[config.mk]
export PLATFORM = sky130hd
export DESIGN_NAME = card_datapath
export DESIGN_NICKNAME = d
export VERILOG_FILES = /design/src/rtl/card_pkg.sv /design/src/rtl/hand_scorer.sv /design/src/rtl/card_datapath.sv
export SDC_FILE = /design/constraint.sdc
export NUM_CORES = 1
export LEC_CHECK = 0
export ABC_AREA = 1
export CORE_MARGIN = 3
export CORE_UTILIZATION = 45
export DETAILED_ROUTE_END_ITERATION = 10
export PLACE_DENSITY = 0.7
export SLEW_MARGIN = 20
export SYNTH_ARGS = -nofsm -noshare
export SYNTH_HDL_FRONTEND = slang
export SYNTH_HIERARCHICAL = 1
export SYNTH_SLANG_ARGS = --single-unit
[constraint.sdc]
create_clock -name slow_clock -period 5.2 [get_ports slow_clock]
set_input_delay 1.04 -clock slow_clock [delete_from_list [all_inputs] [get_ports slow_clock]]
set_output_delay 1.04 -clock slow_clock [all_outputs]
set_load 0.01 [all_outputs]
[src/rtl/card_pkg.sv]
// card_pkg: shared card type, card code constants and baccarat point value helper
package card_pkg;
  typedef logic [3:0] card_t;
  localparam card_t CARD_EMPTY = 4'd0;
  localparam card_t CARD_ACE = 4'd1;
  localparam card_t CARD_KING = 4'd13;
  localparam int SCORE_BASE = 10;
  function automatic logic [3:0] card_value(card_t c);
    return c > 4'd9 ? 4'd0 : c;
  endfunction
endpackage

[src/rtl/hand_scorer.sv]
// hand_scorer: combinational baccarat score of a three-card hand
module hand_scorer
  import card_pkg::*;
#(
  parameter int SCORE_MOD = SCORE_BASE
) (
  input  card_t       c1,
  input  card_t       c2,
  input  card_t       c3,
  output logic [3:0]  score
);
  logic [4:0] sum;
  always_comb begin
    sum = {1'b0, card_value(c1)} + {1'b0, card_value(c2)} + {1'b0, card_value(c3)};
    score = 4'(sum >= 5'(2 * SCORE_MOD) ? sum - 5'(2 * SCORE_MOD) :
               sum >= 5'(SCORE_MOD) ? sum - 5'(SCORE_MOD) : sum);
  end
endmodule

[src/rtl/card_datapath.sv]
// card_datapath: deals a card per rising load strobe, holds the six card regs and scores both hands
module card_datapath
  import card_pkg::*;
#(
  parameter card_t CARD_MIN = CARD_ACE,
  parameter card_t CARD_MAX = CARD_KING,
  parameter int SCORE_MOD = SCORE_BASE
) (
  input  logic       slow_clock,
  input  logic       resetb,
  input  logic       clear_hand,
  input  logic       load_pcard1,
  input  logic       load_pcard2,
  input  logic       load_pcard3,
  input  logic       load_dcard1,
  input  logic       load_dcard2,
  input  logic       load_dcard3,
  input  logic       inject_en,
  input  logic [3:0] inject_card,
  output logic [3:0] pcard1,
  output logic [3:0] pcard2,
  output logic [3:0] pcard3,
  output logic [3:0] dcard1,
  output logic [3:0] dcard2,
  output logic [3:0] dcard3,
  output logic [3:0] pscore,
  output logic [3:0] dscore,
  output logic [2:0] deal_count,
  output logic       load_err
);
  card_t cards [6];
  card_t cnt, raw, nxt;
  logic [5:0] ld, prev, ev;
  logic multi, bad, occ;
  assign ld = {load_dcard3, load_dcard2, load_dcard1, load_pcard3, load_pcard2, load_pcard1};
  always_comb begin
    ev = ld & ~prev;
    multi = (ev & (ev - 6'd1)) != 6'd0;
    raw = inject_en ? inject_card : cnt;
    bad = raw == CARD_EMPTY || raw > CARD_MAX;
    nxt = bad ? CARD_EMPTY : raw;
    occ = 1'b0;
    for (int i = 0; i < 6; i++) occ = occ | (ev[i] & (cards[i] != CARD_EMPTY));
  end
  // clear_hand dominates loads but leaves the sticky error untouched
  always_ff @(posedge slow_clock or negedge resetb)
    if (!resetb) begin
      cnt <= CARD_MIN;
      prev <= '0;
      deal_count <= '0;
      load_err <= 1'b0;
      for (int i = 0; i < 6; i++) cards[i] <= CARD_EMPTY;
    end else begin
      cnt <= cnt == CARD_MAX ? CARD_MIN : cnt + 4'd1;
      prev <= ld;
      if (clear_hand) begin
        deal_count <= '0;
        for (int i = 0; i < 6; i++) cards[i] <= CARD_EMPTY;
      end else if (multi) load_err <= 1'b1;
      else if (|ev) begin
        for (int i = 0; i < 6; i++) if (ev[i]) cards[i] <= nxt;
        if (occ || bad) load_err <= 1'b1;
        if (!occ && deal_count != 3'd6) deal_count <= deal_count + 3'd1;
      end
    end
  assign {pcard1, pcard2, pcard3} = {cards[0], cards[1], cards[2]};
  assign {dcard1, dcard2, dcard3} = {cards[3], cards[4], cards[5]};
  hand_scorer #(.SCORE_MOD(SCORE_MOD)) u_player (.c1(cards[0]), .c2(cards[1]), .c3(cards[2]), .score(pscore));
  hand_scorer #(.SCORE_MOD(SCORE_MOD)) u_dealer (.c1(cards[3]), .c2(cards[4]), .c3(cards[5]), .score(dscore));
endmodule
# Word-level counts from Yosys, hierarchy flattened
# Cells that the tools add are included.
# W data, S select, Z words.
# totals
regBits,38
inputBits,14
out_inout_bits,36
word_cells,110
# classes
n_addsub,11
magnitude_cmp,11
eq_ne,3
n_mux,29
bitwise,15
reduce_logical,31
# ops
op,count
$mux W4,19
$mux W24,3
$gt A4 B4 Y1 const B,7
$reduce_and A3 Y1,8
$reduce_bool A4 Y1,6
$reduce_bool A2 Y1,10
$and A6 B6 Y6,2
$mux W3,4
$add A4 B4 Y5,2
$add A5 B4 Y5,2
$ge A5 B4 Y1 const B,2
$ge A5 B5 Y1 const B,2
$sub A4 B3 Y4 const B,2
$sub A4 B4 Y4 const B,2
$and A1 B1 Y1,6
$not A6 Y6,1
$reduce_bool A6 Y1,1
$reduce_or A6 Y1,1
$sub A6 B1 Y6 const B,1
$or A1 B1 Y1,5
$add A4 B1 Y4 const B,1
$eq A4 B4 Y1 const B,1
$logic_not A4 Y1,1
$add A3 B1 Y3 const B,1
7 further kinds,10

# Longest topological paths before layout
# Gate-level depths: netlist (run 1).
# depth
ltp_word,14
ltp_mapped,17
depth_no_buf,17

# Cells and area by module
# The synthesis (run 1) kept the hierarchy.
# by_module_without_submodules
mod,n_inst,cells_per_inst,area_per_inst_um2,seq_area_each_um2
card_datapath,1,254,1946.9,952.2
hand_scorer (u_dealer),1,87,490.5,0.0
hand_scorer (u_player),1,84,485.5,0.0

# Worst setup path before layout (run 1)
# No wires, ideal clock.
# synth_timing
path_kind,reg2out
start,register cards (netlist bit dcard2[2])
end,output dscore[1]
t_arrival_ps,2831
required_ps,4160
setup_slack_ps,1329
stages_incl_launch_ff,16
path_buffers,0
path_cell_list,dfrtp_1 > o21ai_0 > inv_1 > nor2_1 > fa_1 > ha_1 > fa_1 > inv_1 > ha_1 > inv_1 > nor2_1 > o21ai_0 > nand3_1 > nand2_1 > nand2_1 > nand2_1
# synth_via
elab_chain_cells,7
word_cells_on_any_way,10
classes_between,add/sub (4); order compare (3); mux (3)
# synth_rtl
item,line,rtl
"start, declared",card_datapath.sv:31,card_t cards [6];
$gt A4 B4 Y1,card_pkg.sv:9,return c > 4'd9 ? 4'd0 : c;
$mux W4 (*),card_pkg.sv:9,
$add A4 B4 Y5 (*),hand_scorer.sv:14,"sum = {1'b0, card_value(c1)} + {1'b0, card_value(c2)} + {1'b0, card_value(c3)};"
$add A5 B4 Y5 (*),hand_scorer.sv:14,
$sub A4 B4 Y4 or $ge A5 B4 Y1 (tied branches),hand_scorer.sv:16,sum >= 5'(SCORE_MOD) ? sum - 5'(SCORE_MOD) : sum);
$mux W4,hand_scorer.sv:16,
$mux W4 (*),hand_scorer.sv:15,score = 4'(sum >= 5'(2 * SCORE_MOD) ? sum - 5'(2 * SCORE_MOD) :
"end, declared",card_datapath.sv:27,"output logic [3:0] dscore,"
# Every way passes the cells marked *; elsewhere a longest branch is shown, timed or not.

# Worst setup path after layout (run 1)
# layout_timing
start,register cards (netlist bit dcard1[1])
end,output dscore[1]
# Same word-level chain as after synthesis.

==> results of run 1 <==
==> worst max-delay path, stage by stage, from the launching register on <==
cell and delay (ns):
dfrtp_1 0.42, o21ai_0 0.22, inv_1 0.10, nor2_1 0.12
fa_1 0.42, ha_1 0.24, fa_1 0.54, inv_1 0.10
ha_1 0.20, inv_1 0.05, nor2_1 0.03, o21ai_0 0.14
nand3_1 0.16, nand2_1 0.10, nand2_1 0.05, nand2_1 0.05
clkdlybuf4s50_1 0.52
==> synthesized netlist by cell type (all sizes together) (2+ instances only) <==
master and n:
a21oi 4, buf 2, dfrtp 37, fa 10, ha 14, inv 77, nand2 148, nand3 44
nand4 4, nor2 52, nor3 2, o21ai 24
==> layer usage <==
metal / GRT usage, % / vias to the layer above
li1: - / 1419
met1: 24.7 / 1199
met2: 32.8 / 55
met3: 3.33 / 9
met4: 5.24 / 0
met5: 0 / -
==> timing repair <==
item | CTS | global route
endpoints found under the hold margin | 0 | 0
endpoints found under the setup margin | 0 | 2
gates resized for setup | 0 | 1
==> cell families after synthesis <==
logic type      count (synthesis)  share of synthesized area (%)
xor+xnor                        1                          0.300
buf+inv                        80                           10.4
compound gates                 29                           5.27
flops                          38                           32.6
simple gates                  253                           38.6
fa+ha+maj                      24                           12.8
==> registers in the layout (all words and copies together), names as in the netlist <==
name and cells:
pcard1 4, dcard1 4, load_err 1, deal_count 3
pcard2 4, cnt 4, pcard3 4, prev 6
dcard3 4, dcard2 4
==> worst max-delay path by stage <==
stage                 to  slack (ns)  cells after the start
3_3_place_gp   dscore[1]        0.80                     16
6_report       dscore[1]        0.41                     16
3_5_place_dp   dscore[1]        0.69                     16
4_1_cts        dscore[1]        0.38                     16
2_1_floorplan  dscore[1]        1.33                     15
5_1_grt        pscore[1]        0.05                     16
==> cell type report <==
class | count | area, µm²
clock buffer | 6 | 82.6
clock inverter | 2 | 60.1
fill | 592 | 2460
inverter | 78 | 294
multi-input combinational | 307 | 1670
sequential | 38 | 952
tap | 75 | 93.8
timing repair buffer | 49 | 485
==> placed cells by master (no fill, tap or decap), drive strengths merged, types with 2 or more instances in the layout <==
cell,netlist,final
ha,14,14
clkbuf,0,6
inv,77,77
nand4,4,4
nor2,52,52
fa,10,10
dfrtp,37,37
nand3,44,44
clkdlybuf4s50,0,48
o21ai,24,24
nand2,148,148
nor3,2,2
bufinv,0,2
a21oi,4,4
==> power breakdown <==
group / internal [mW] / switching (mW)
Clock: 0.205 / 0.106
Combinational: 0.242 / 0.292
Sequential: 0.320 / 0.0287
==> results.rst, run 1 <==
.. list-table::
   :header-rows: 1

   * - Metric
     - Value
   * - Portion of synthesized cell area occupied by the leading cell type
     - 31.7%
   * - Final max-slew violation count
     - 0
   * - Async set or reset register ratio after synthesis
     - 100%
   * - Routability congestion estimate from global placement
     - 0.922
   * - Final Cell Area
     - 3630 µm²
   * - Met1 wire length
     - 2.91 mm
   * - Design Power
     - 1.19 mW
   * - Arrival time reported for the critical path endpoint
     - 3.75 ns
   * - Worst setup slack before clock tree synthesis
     - 0.687 ns
   * - Antenna diode count
     - 0
   * - Critical register-to-register path endpoint
     - dcard1[2]
   * - Average wire per cell in the routed design
     - 11.4 µm
   * - Placement row count
     - 28
   * - Dominant cells by area after synthesis
     - dfrtp_1, nand2_1, inv_1
   * - Syn_nets
     - 463
   * - CP Class
     - reg2out
   * - Register-to-Register Setup Slack
     - 3.61 ns
   * - DR vias
     - 2682
   * - Number of distinct standard cells referenced by the synthesized netlist
     - 30
   * - Initial Util
     - 47.9%
   * - Clock tree root buffer cell
     - clkbuf_8
   * - Max Clk Rate
     - 209 MHz
   * - Count of port buffers added during placement
     - 49
   * - Sequential area share after synthesis
     - 32.6%
   * - Crit start category
     - flop
   * - Setup repair after global routing missed its margin
     - false
   * - Post-CTS setup-driven buffer insertion count
     - 0
   * - Cell count after placement
     - 547
   * - Clock Pin Slew Worst Setup and Hold Paths
     - 0.08 ns
   * - Max-Slew Margin vs Limit
     - 43.4%
   * - Ratio of cells with drive above 1 in the final layout
     - 8.96%
   * - Horizontal extent of the die
     - 86.6 µm
   * - Number of failing hold endpoints at the final stage
     - 0
   * - Overall fraction of global-route tracks in use
     - 19.1%
   * - Worst-Skew Late Latency
     - 0.29 ns
   * - ANT nets after route
     - 0
   * - Maximum resistive drop on vdd
     - 0.176 mV
   * - Primary FF master, synth
     - dfrtp_1
   * - Final Routed Wirelength
     - 6.32 mm
   * - Critical R2R Launch
     - prev[1]
   * - Result of the run
     - finished, final reports clean
   * - Type of destination of the critical path
     - primary output
   * - Number of stages on the worst hold path
     - 1
   * - Period Utilization, post-route
     - 92.2%
   * - Largest fanout of any net on the critical path
     - 5
   * - Clock tree from TritonCTS
     - yes
   * - Worst Hold Endpoint
     - load_err
   * - Global-route wire length before repair
     - 11.5 mm
   * - Worst EP required
     - 4.16 ns
   * - Reported leakage power
     - 1.92 nW
   * - H-tree depth
     - 2
   * - Met3 routed wirelength
     - 259 µm
   * - Cell area after placement
     - 3490 µm²
   * - Routed vias/inst
     - 4.83
   * - Post-synthesis cell area
     - 2920 µm²
   * - Core region area
     - 6100 µm²
   * - Die height
     - 86.6 µm
   * - Setup-violating endpoint count in the final report
     - 0
   * - Min Tclk post-route
     - 4.79 ns
   * - Area of the die
     - 7500 µm²
   * - R2r worst-path depth
     - 11
   * - Max Used Layer
     - met4
   * - Final std cells w/o fill
     - 555
   * - Max-cap violation count
     - 0
   * - GRT overflow
     - 0
   * - Via count of the first global-routing pass
     - 2609
   * - Clock Sink Count
     - 38
   * - NumNets Final
     - 517
   * - Mapped Cells
     - 425
   * - Fin Setup TNS
     - 0 ns
   * - Worst hold slack
     - 0.485 ns
   * - Number of flops mapped to enable cells by yosys
     - 0
   * - Hold wc startpoint
     - load_err
   * - Total of flip-flops plus latches after synthesis
     - 38
   * - Start point of the critical path
     - dcard1[1]
   * - Post-CTS Hold Buffers
     - 0
   * - Post-route DRC
     - 0
   * - Maximum root-to-sink buffer count
     - 2
   * - Power density of the placed cells
     - 328 nW/µm²
   * - Slack of the critical path
     - 0.406 ns
   * - Area Overhead vs Synth
     - 24.3%
   * - Measured slew at the worst slew-check pin
     - 0.848 ns
   * - Dominant cell type by area after synthesis
     - dfrtp_1
   * - Worst min-delay path category
     - reg2reg
   * - Post-detail-place hpwl
     - 5.10 mm
   * - Maximum number of pins on one net before global-route repair
     - 39
   * - Final core occ
     - 59.6%
   * - Routed wire length on met2
     - 3.06 mm
   * - Io pins
     - 50
   * - Average instance area after synthesis
     - 6.88 µm²
   * - Clock skew
     - 0.00656 ns
   * - Number of synthesis warnings
     - 6
   * - CTS Buf Count
     - 5
   * - Number of search-and-repair iterations in the first detailed-routing pass
     - 4
   * - Starting DRC count in detailed routing
     - 140
   * - Number of antenna violations at the first check in global routing
     - 0
No activity file was read; power rests on OpenSTA's default activity.
==> inputs of run 2 (changes only) <==
Settings changed: CORE_UTILIZATION 45 to 40, PLACE_DENSITY 0.7 to unset.
==> results.rst, run 2 (same netlist as run 1, synthesis figures left out) <==
.. list-table::
   :header-rows: 1

   * - Metric
     - Value
   * - Result of the run
     - finished, final reports clean
   * - Number of search-and-repair iterations in the first detailed-routing pass
     - 4 (unchanged)
   * - Power density of the placed cells
     - 312 nW/µm² (-4.9%)
   * - Die height
     - 91.5 µm (+5.6%)
   * - Most frequent standard cell in the layout excluding fill and tap cells
     - nand2_1
   * - CP Class
     - reg2out
   * - Final Routed Wirelength
     - 6.43 mm (+1.6%)
   * - Io pins
     - 50 (unchanged)
   * - Number of antenna violations at the first check in global routing
     - 0 (unchanged)
   * - GRT overflow
     - 0 (unchanged)
   * - Period Utilization, post-route
     - 92.5% (+0.27 points)
   * - Core region area
     - 6940 µm² (+14%)
   * - Count of port buffers added during placement
     - 49 (unchanged)
   * - Register containing the most flip-flops in the final layout
     - prev
   * - Arrival time reported for the critical path endpoint
     - 3.77 ns (+0.02 ns)
   * - Global-route wire length before repair
     - 11.0 mm (-3.9%)
   * - Slack of the critical path
     - 0.392 ns (-0.0141 ns)
   * - Most frequent cells in the layout
     - nand2_1, inv_1, clkdlybuf4s50_1, nor2_1, nand3_1
   * - Overall fraction of global-route tracks in use
     - 16.2% (-2.9 points)
   * - Worst min-delay path category
     - reg2reg
   * - Cell-by-cell listing of the critical path
     - o21ai_0, inv_1, nor2_1, fa_1, ha_1, fa_1, inv_1, ha_1, inv_1, nor2_1, o21ai_0, nand3_1, nand2_1, nand2_1, nand2_1, clkdlybuf4s50_1
   * - Post-route DRC
     - 0 (unchanged)
   * - Ratio of cells with drive above 1 in the final layout
     - 8.75% (-0.21 points)
   * - Clock Pin Slew Worst Setup and Hold Paths
     - 0.08 ns (about the same)
   * - Starting DRC count in detailed routing
     - 116 (-17%)
   * - Via count of the first global-routing pass
     - 2446 (-6.2%)
   * - Stage delay of the slowest cell on the critical path
     - 0.54 ns (about the same)
   * - Final core occ
     - 52.2% (-7.4 points)
   * - Type of destination of the critical path
     - primary output
   * - Post-detail-place hpwl
     - 5.16 mm (+1.0%)
   * - Max Clk Rate
     - 208 MHz (-0.29%)
   * - NumNets Final
     - 517 (unchanged)
   * - Final max-slew violation count
     - 0 (unchanged)
   * - Hold wc startpoint
     - load_err
   * - Average wire per cell in the routed design
     - 11.2 µm (-2.1%)
   * - Largest fanout of any net on the critical path
     - 5 (unchanged)
   * - Area of the die
     - 8370 µm² (+12%)
   * - Number of filler instances in the final layout
     - 691 (+17%)
   * - Fin Setup TNS
     - 0 ns (unchanged)
   * - Placement row count
     - 30 (+7.1%)
   * - Measured slew at the worst slew-check pin
     - 0.867 ns (+0.0185 ns)
   * - Worst-Skew Late Latency
     - 0.30 ns (about the same)
   * - Max-cap violation count
     - 0 (unchanged)
   * - Clock tree from TritonCTS
     - yes
   * - Antenna diode count
     - 0 (unchanged)
   * - Routability congestion estimate from global placement
     - 0.850 (-7.7%)
   * - Worst setup slack before clock tree synthesis
     - 0.678 ns (-0.00915 ns)
   * - Critical R2R Launch
     - cnt[0]
   * - CTS Buf Count
     - 5 (unchanged)
   * - R2r worst-path depth
     - 8 (-3)
   * - Number of flip-flops in the largest register
     - 6 (unchanged)
   * - Maximum resistive drop on vdd
     - 0.110 mV (-37%)
   * - Maximum root-to-sink buffer count
     - 2 (unchanged)
   * - Worst hold slack
     - 0.478 ns (-0.00670 ns)
   * - Post-CTS setup-driven buffer insertion count
     - 0 (unchanged)
   * - Min Tclk post-route
     - 4.81 ns (+0.0141 ns)
   * - DR vias
     - 2635 (-1.8%)
   * - Clock skew
     - 0.00981 ns (+0.00325 ns)
   * - Start point of the critical path
     - dcard1[1]
   * - Max-Slew Margin vs Limit
     - 42.2% (-1.2 points)
   * - Reported leakage power
     - 1.90 nW (-1.0%)
   * - H-tree depth
     - 2 (unchanged)
   * - Slowest CP cell
     - fa_1
   * - Resized Gates After CTS
     - 0 (unchanged)
   * - Initial Util
     - 42.1% (-5.9 points)
   * - Routed vias/inst
     - 4.57 (-5.3%)
   * - Maximum number of pins on one net before global-route repair
     - 39 (unchanged)
   * - Horizontal extent of the die
     - 91.5 µm (+5.6%)
   * - Worst EP required
     - 4.16 ns (about the same)
   * - Number of stages on the worst hold path
     - 1 (unchanged)
   * - Area Overhead vs Synth
     - 24.1%
   * - ANT nets after route
     - 0 (unchanged)
   * - Setup repair after global routing missed its margin
     - false
   * - Post-CTS Hold Buffers
     - 0 (unchanged)
   * - Clock Sink Count
     - 38 (unchanged)
   * - Clock tree root buffer cell
     - clkbuf_8
   * - Crit start category
     - flop
   * - Setup-violating endpoint count in the final report
     - 0 (unchanged)
   * - Number of failing hold endpoints at the final stage
     - 0 (unchanged)
run 2: area by class of cell:
cell class                 count  area (µm²)  share of cell area (%)
multi-input combinational    307        1670                    45.9
sequential                    38         952                    26.3
timing repair buffer          49         485                    13.4
inverter                      78         294                    8.11
tap                           96         120                    3.31
clock buffer                   6        72.6                    2.00
clock inverter                 2        37.5                    1.03
run 2: report_power, final:
part           switching (mW)  internal, mW  total [mW]
sequential             0.0282         0.320       0.348
clock                   0.110         0.143       0.253
combinational           0.289         0.242       0.531
total                   0.427         0.705        1.13
run 2: path summary, 6_finish.rpt:
| check | slack (ns) | to |
|---|---|---|
| max | 0.39 | dscore[1] |
| min | 0.48 | load_err |
| max reg2reg | 3.63 | pcard3[3] |
| min reg2reg | 0.48 | load_err |
| max in group asynchronous | 3.80 | pcard3[3] |
| min in group asynchronous | 0.85 | cnt[3] |
run 2: worst max-delay path: cells and delay by family, from the launching register on:
kind                     cells  cell delay (ns)
adder cells (fa/ha/maj)      4             1.40
AO/OA/AOI/OAI                2             0.36
AND/OR/NAND/NOR              6             0.51
flip-flops                   1             0.42
buffers and inverters        4             0.78
run 2: metal layers:
layer / global-route usage (%) / wire length, µm / vias to the layer above
met3: 3.56 / 252 / 9
met1: 21.7 / 3170 / 1165
li1: - / - / 1411
met2: 26.2 / 2920 / 50
met4: 4.52 / 88 / 0
met5: 0 / 0 / -
run 2: stage by stage:
stage | power, mW | instances | area [µm²]
2_1_floorplan | 0.684 | 425 | 2920
3_3_place_gp | 0.886 | 568 | 3520
3_5_place_dp | 0.890 | 568 | 3520
4_1_cts | 1.15 | 576 | 3630
5_1_grt | 1.23 | 576 | 3630
6_report | 1.13 | 576 | 3630
==> inputs of run 3 (changes only) <==
Clock period 5.2 ns to 5 ns, I/O delays scaled along.
==> results.rst, run 3 (same netlist as run 1, synthesis figures left out) <==
.. list-table::
   :header-rows: 1

   * - Metric
     - Value
   * - Resized Gates After CTS
     - 0 (unchanged)
   * - DR vias
     - 2658 (+0.87%)
   * - Period Utilization, post-route
     - 94.1%
   * - Register containing the most flip-flops in the final layout
     - prev
   * - Max Clk Rate
     - 213 MHz
   * - Global-route wire length before repair
     - 11.0 mm (-0.19%)
   * - Io pins
     - 50 (unchanged)
   * - Register area
     - 952 µm² (unchanged)
   * - Design Power
     - 1.18 mW (+4.0%)
   * - Overall fraction of global-route tracks in use
     - 16.0% (-0.18 points)
   * - Area Overhead vs Synth
     - 24.3%
   * - Post-CTS Hold Buffers
     - 0 (unchanged)
   * - Slack of the critical path
     - 0.297 ns (-0.0945 ns)
   * - Clock Pin Slew Worst Setup and Hold Paths
     - 0.08 ns (about the same)
   * - CTS Buf Count
     - 5 (unchanged)
   * - Core region area
     - 6940 µm² (unchanged)
   * - Routed wire length on met2
     - 2.98 mm (+2.2%)
   * - Max-cap violation count
     - 0 (unchanged)
   * - Most frequent cells in the layout
     - nand2_1, inv_1, clkdlybuf4s50_1, nor2_1, nand3_1
   * - Critical R2R Launch
     - cnt[0]
   * - Measured slew at the worst slew-check pin
     - 0.858 ns (-0.00867 ns)
   * - NumNets Final
     - 517 (unchanged)
   * - Worst hold slack
     - 0.485 ns (+0.00702 ns)
   * - Reg power frac
     - 30.8% (about the same)
   * - Multi-input gate area
     - 1670 µm² (+0.38%)
   * - Fin Setup TNS
     - 0 ns (unchanged)
   * - Cell area after placement
     - 3520 µm² (unchanged)
   * - Starting DRC count in detailed routing
     - 99 (-15%)
   * - Clock skew
     - 0.00702 ns (-0.00279 ns)
   * - Post-detail-place hpwl
     - 5.19 mm (+0.66%)
   * - R2r worst-path depth
     - 8 (unchanged)
   * - Ratio of cells with drive above 1 in the final layout
     - 9.17% (+0.42 points)
   * - Cell count after placement
     - 568 (unchanged)
   * - Arrival time reported for the critical path endpoint
     - 3.70 ns (-0.07 ns)
   * - Switching Fraction
     - 37.7% (about the same)
   * - Crit start category
     - flop
   * - Worst-Skew Late Latency
     - 0.29 ns (about the same)
   * - Start point of the critical path
     - pcard1[1]
   * - Worst EP required
     - 4.00 ns (-0.16 ns)
   * - Switching power
     - 444 µW (+3.9%)
   * - Die height
     - 91.5 µm (unchanged)
   * - H-tree depth
     - 2 (unchanged)
   * - Max Used Layer
     - met4
   * - Min Tclk post-route
     - 4.70 ns
   * - Number of failing hold endpoints at the final stage
     - 0 (unchanged)
   * - Worst setup slack before clock tree synthesis
     - 0.515 ns (-0.163 ns)
   * - Average wire per cell in the routed design
     - 11.2 µm (+0.14%)
   * - Met3 routed wirelength
     - 199 µm (-21%)
   * - Maximum resistive drop on vdd
     - 0.157 mV (+42%)
   * - Met1 wire length
     - 3.19 mm (+0.76%)
   * - Clock Sink Count
     - 38 (unchanged)
   * - Placement row count
     - 30 (unchanged)
   * - Clock tree from TritonCTS
     - yes
   * - Number of flip-flops in the largest register
     - 6 (unchanged)
   * - Final Routed Wirelength
     - 6.43 mm (+0.14%)
   * - Post-CTS setup-driven buffer insertion count
     - 0 (unchanged)
   * - Number of filler instances in the final layout
     - 678 (-1.9%)
   * - GRT overflow
     - 0 (unchanged)
   * - Final Cell Area
     - 3630 µm² (+0.17%)
   * - Max-Slew Margin vs Limit
     - 42.8% (+0.58 points)
   * - Routed vias/inst
     - 4.61 (+0.87%)
   * - Routability congestion estimate from global placement
     - 0.850 (unchanged)
   * - Post-route DRC
     - 0 (unchanged)
   * - Maximum number of pins on one net before global-route repair
     - 39 (unchanged)
   * - Setup repair after global routing missed its margin
     - true
   * - CP Class
     - reg2out
   * - Number of stages on the worst hold path
     - 1 (unchanged)
   * - Area of the die
     - 8370 µm² (unchanged)
   * - Reported leakage power
     - 1.90 nW (about the same)
   * - Number of search-and-repair iterations in the first detailed-routing pass
     - 4 (unchanged)
   * - Power density of the placed cells
     - 324 nW/µm² (+3.8%)
   * - Relative contribution of combinational cells to total power
     - 47.0% (about the same)
   * - Initial Util
     - 42.1% (unchanged)
   * - Count of port buffers added during placement
     - 49 (unchanged)
   * - Maximum root-to-sink buffer count
     - 2 (unchanged)
   * - Largest fanout of any net on the critical path
     - 5 (unchanged)
   * - Final core occ
     - 52.3% (+0.090 points)
   * - Worst Hold Endpoint
     - load_err
   * - Clock tree root buffer cell
     - clkbuf_8
   * - Via count of the first global-routing pass
     - 2454 (+0.33%)
   * - Most frequent standard cell in the layout excluding fill and tap cells
     - nand2_1
   * - Register-to-Register Setup Slack
     - 3.40 ns (-0.23 ns)
   * - Result of the run
     - finished, final reports clean
   * - Final max-slew violation count
     - 0 (unchanged)
   * - Cell-internal power
     - 733 µW (+4.0%)
   * - Horizontal extent of the die
     - 91.5 µm (unchanged)
   * - Final std cells w/o fill
     - 576 (unchanged)
   * - ANT nets after route
     - 0 (unchanged)
   * - Antenna diode count
     - 0 (unchanged)
   * - Type of destination of the critical path
     - primary output
   * - Hold wc startpoint
     - load_err
   * - Number of antenna violations at the first check in global routing
     - 0 (unchanged)
   * - Clock power frac
     - 22.2% (about the same)
   * - Critical register-to-register path endpoint
     - pcard3[0]
   * - Setup-violating endpoint count in the final report
     - 0 (unchanged)
   * - Worst min-delay path category
     - reg2reg
==> run 3: cell counts in the layout (fill, tap and decap cells not counted) <==
No cell type changed its count.
==> run 3: worst max-delay path by stage <==
| stage | end | slack (ns) | cells past startpoint |
|---|---|---|---|
| 6_report | pscore[1] | 0.30 | 16 |
| 5_1_grt | pscore[1] | -0.009 | 16 |
| 4_1_cts | pscore[1] | 0.20 | 16 |
| 3_5_place_dp | dscore[1] | 0.52 | 16 |
| 3_3_place_gp | pscore[1] | 0.63 | 16 |
| 2_1_floorplan | dscore[1] | 1.17 | 15 |
==> run 3: layout make-up <==
| cell class | count | share of cell area (%) |
|---|---|---|
| multi-input combinational | 307 | 46.0 |
| sequential | 38 | 26.2 |
| timing repair buffer | 49 | 13.4 |
| inverter | 78 | 8.09 |
| tap | 96 | 3.31 |
| clock buffer | 6 | 2.00 |
| clock inverter | 2 | 1.03 |
==> run 3: critical path, stage by stage (launching register included) <==
cell and delay (ns):
dfrtp_1 0.43, o21ai_2 0.16, inv_1 0.07, nor2_1 0.13
fa_1 0.43, ha_1 0.23, fa_1 0.53, inv_1 0.10
ha_1 0.20, inv_1 0.05, nor2_1 0.03, o21ai_0 0.16
nand3_1 0.16, nand2_1 0.10, nand2_1 0.05, nand2_1 0.05
clkdlybuf4s50_1 0.52
==> run 3: per-layer routing <==
metal / track usage [%] / up-vias
met5: 0 / -
met4: 4.15 / 0
met3: 2.73 / 6
met2: 26.4 / 44
met1: 21.7 / 1190
li1: - / 1418
==> run 3: power by group through the flow <==
stage               logic, mW  registers (mW)  clock network (mW)
floorplan               0.339           0.372                   0
global placement        0.553           0.368                   0
detailed placement      0.559           0.369                   0
CTS                     0.561           0.363               0.265
global route            0.628           0.368               0.280
finish                  0.553           0.363               0.261
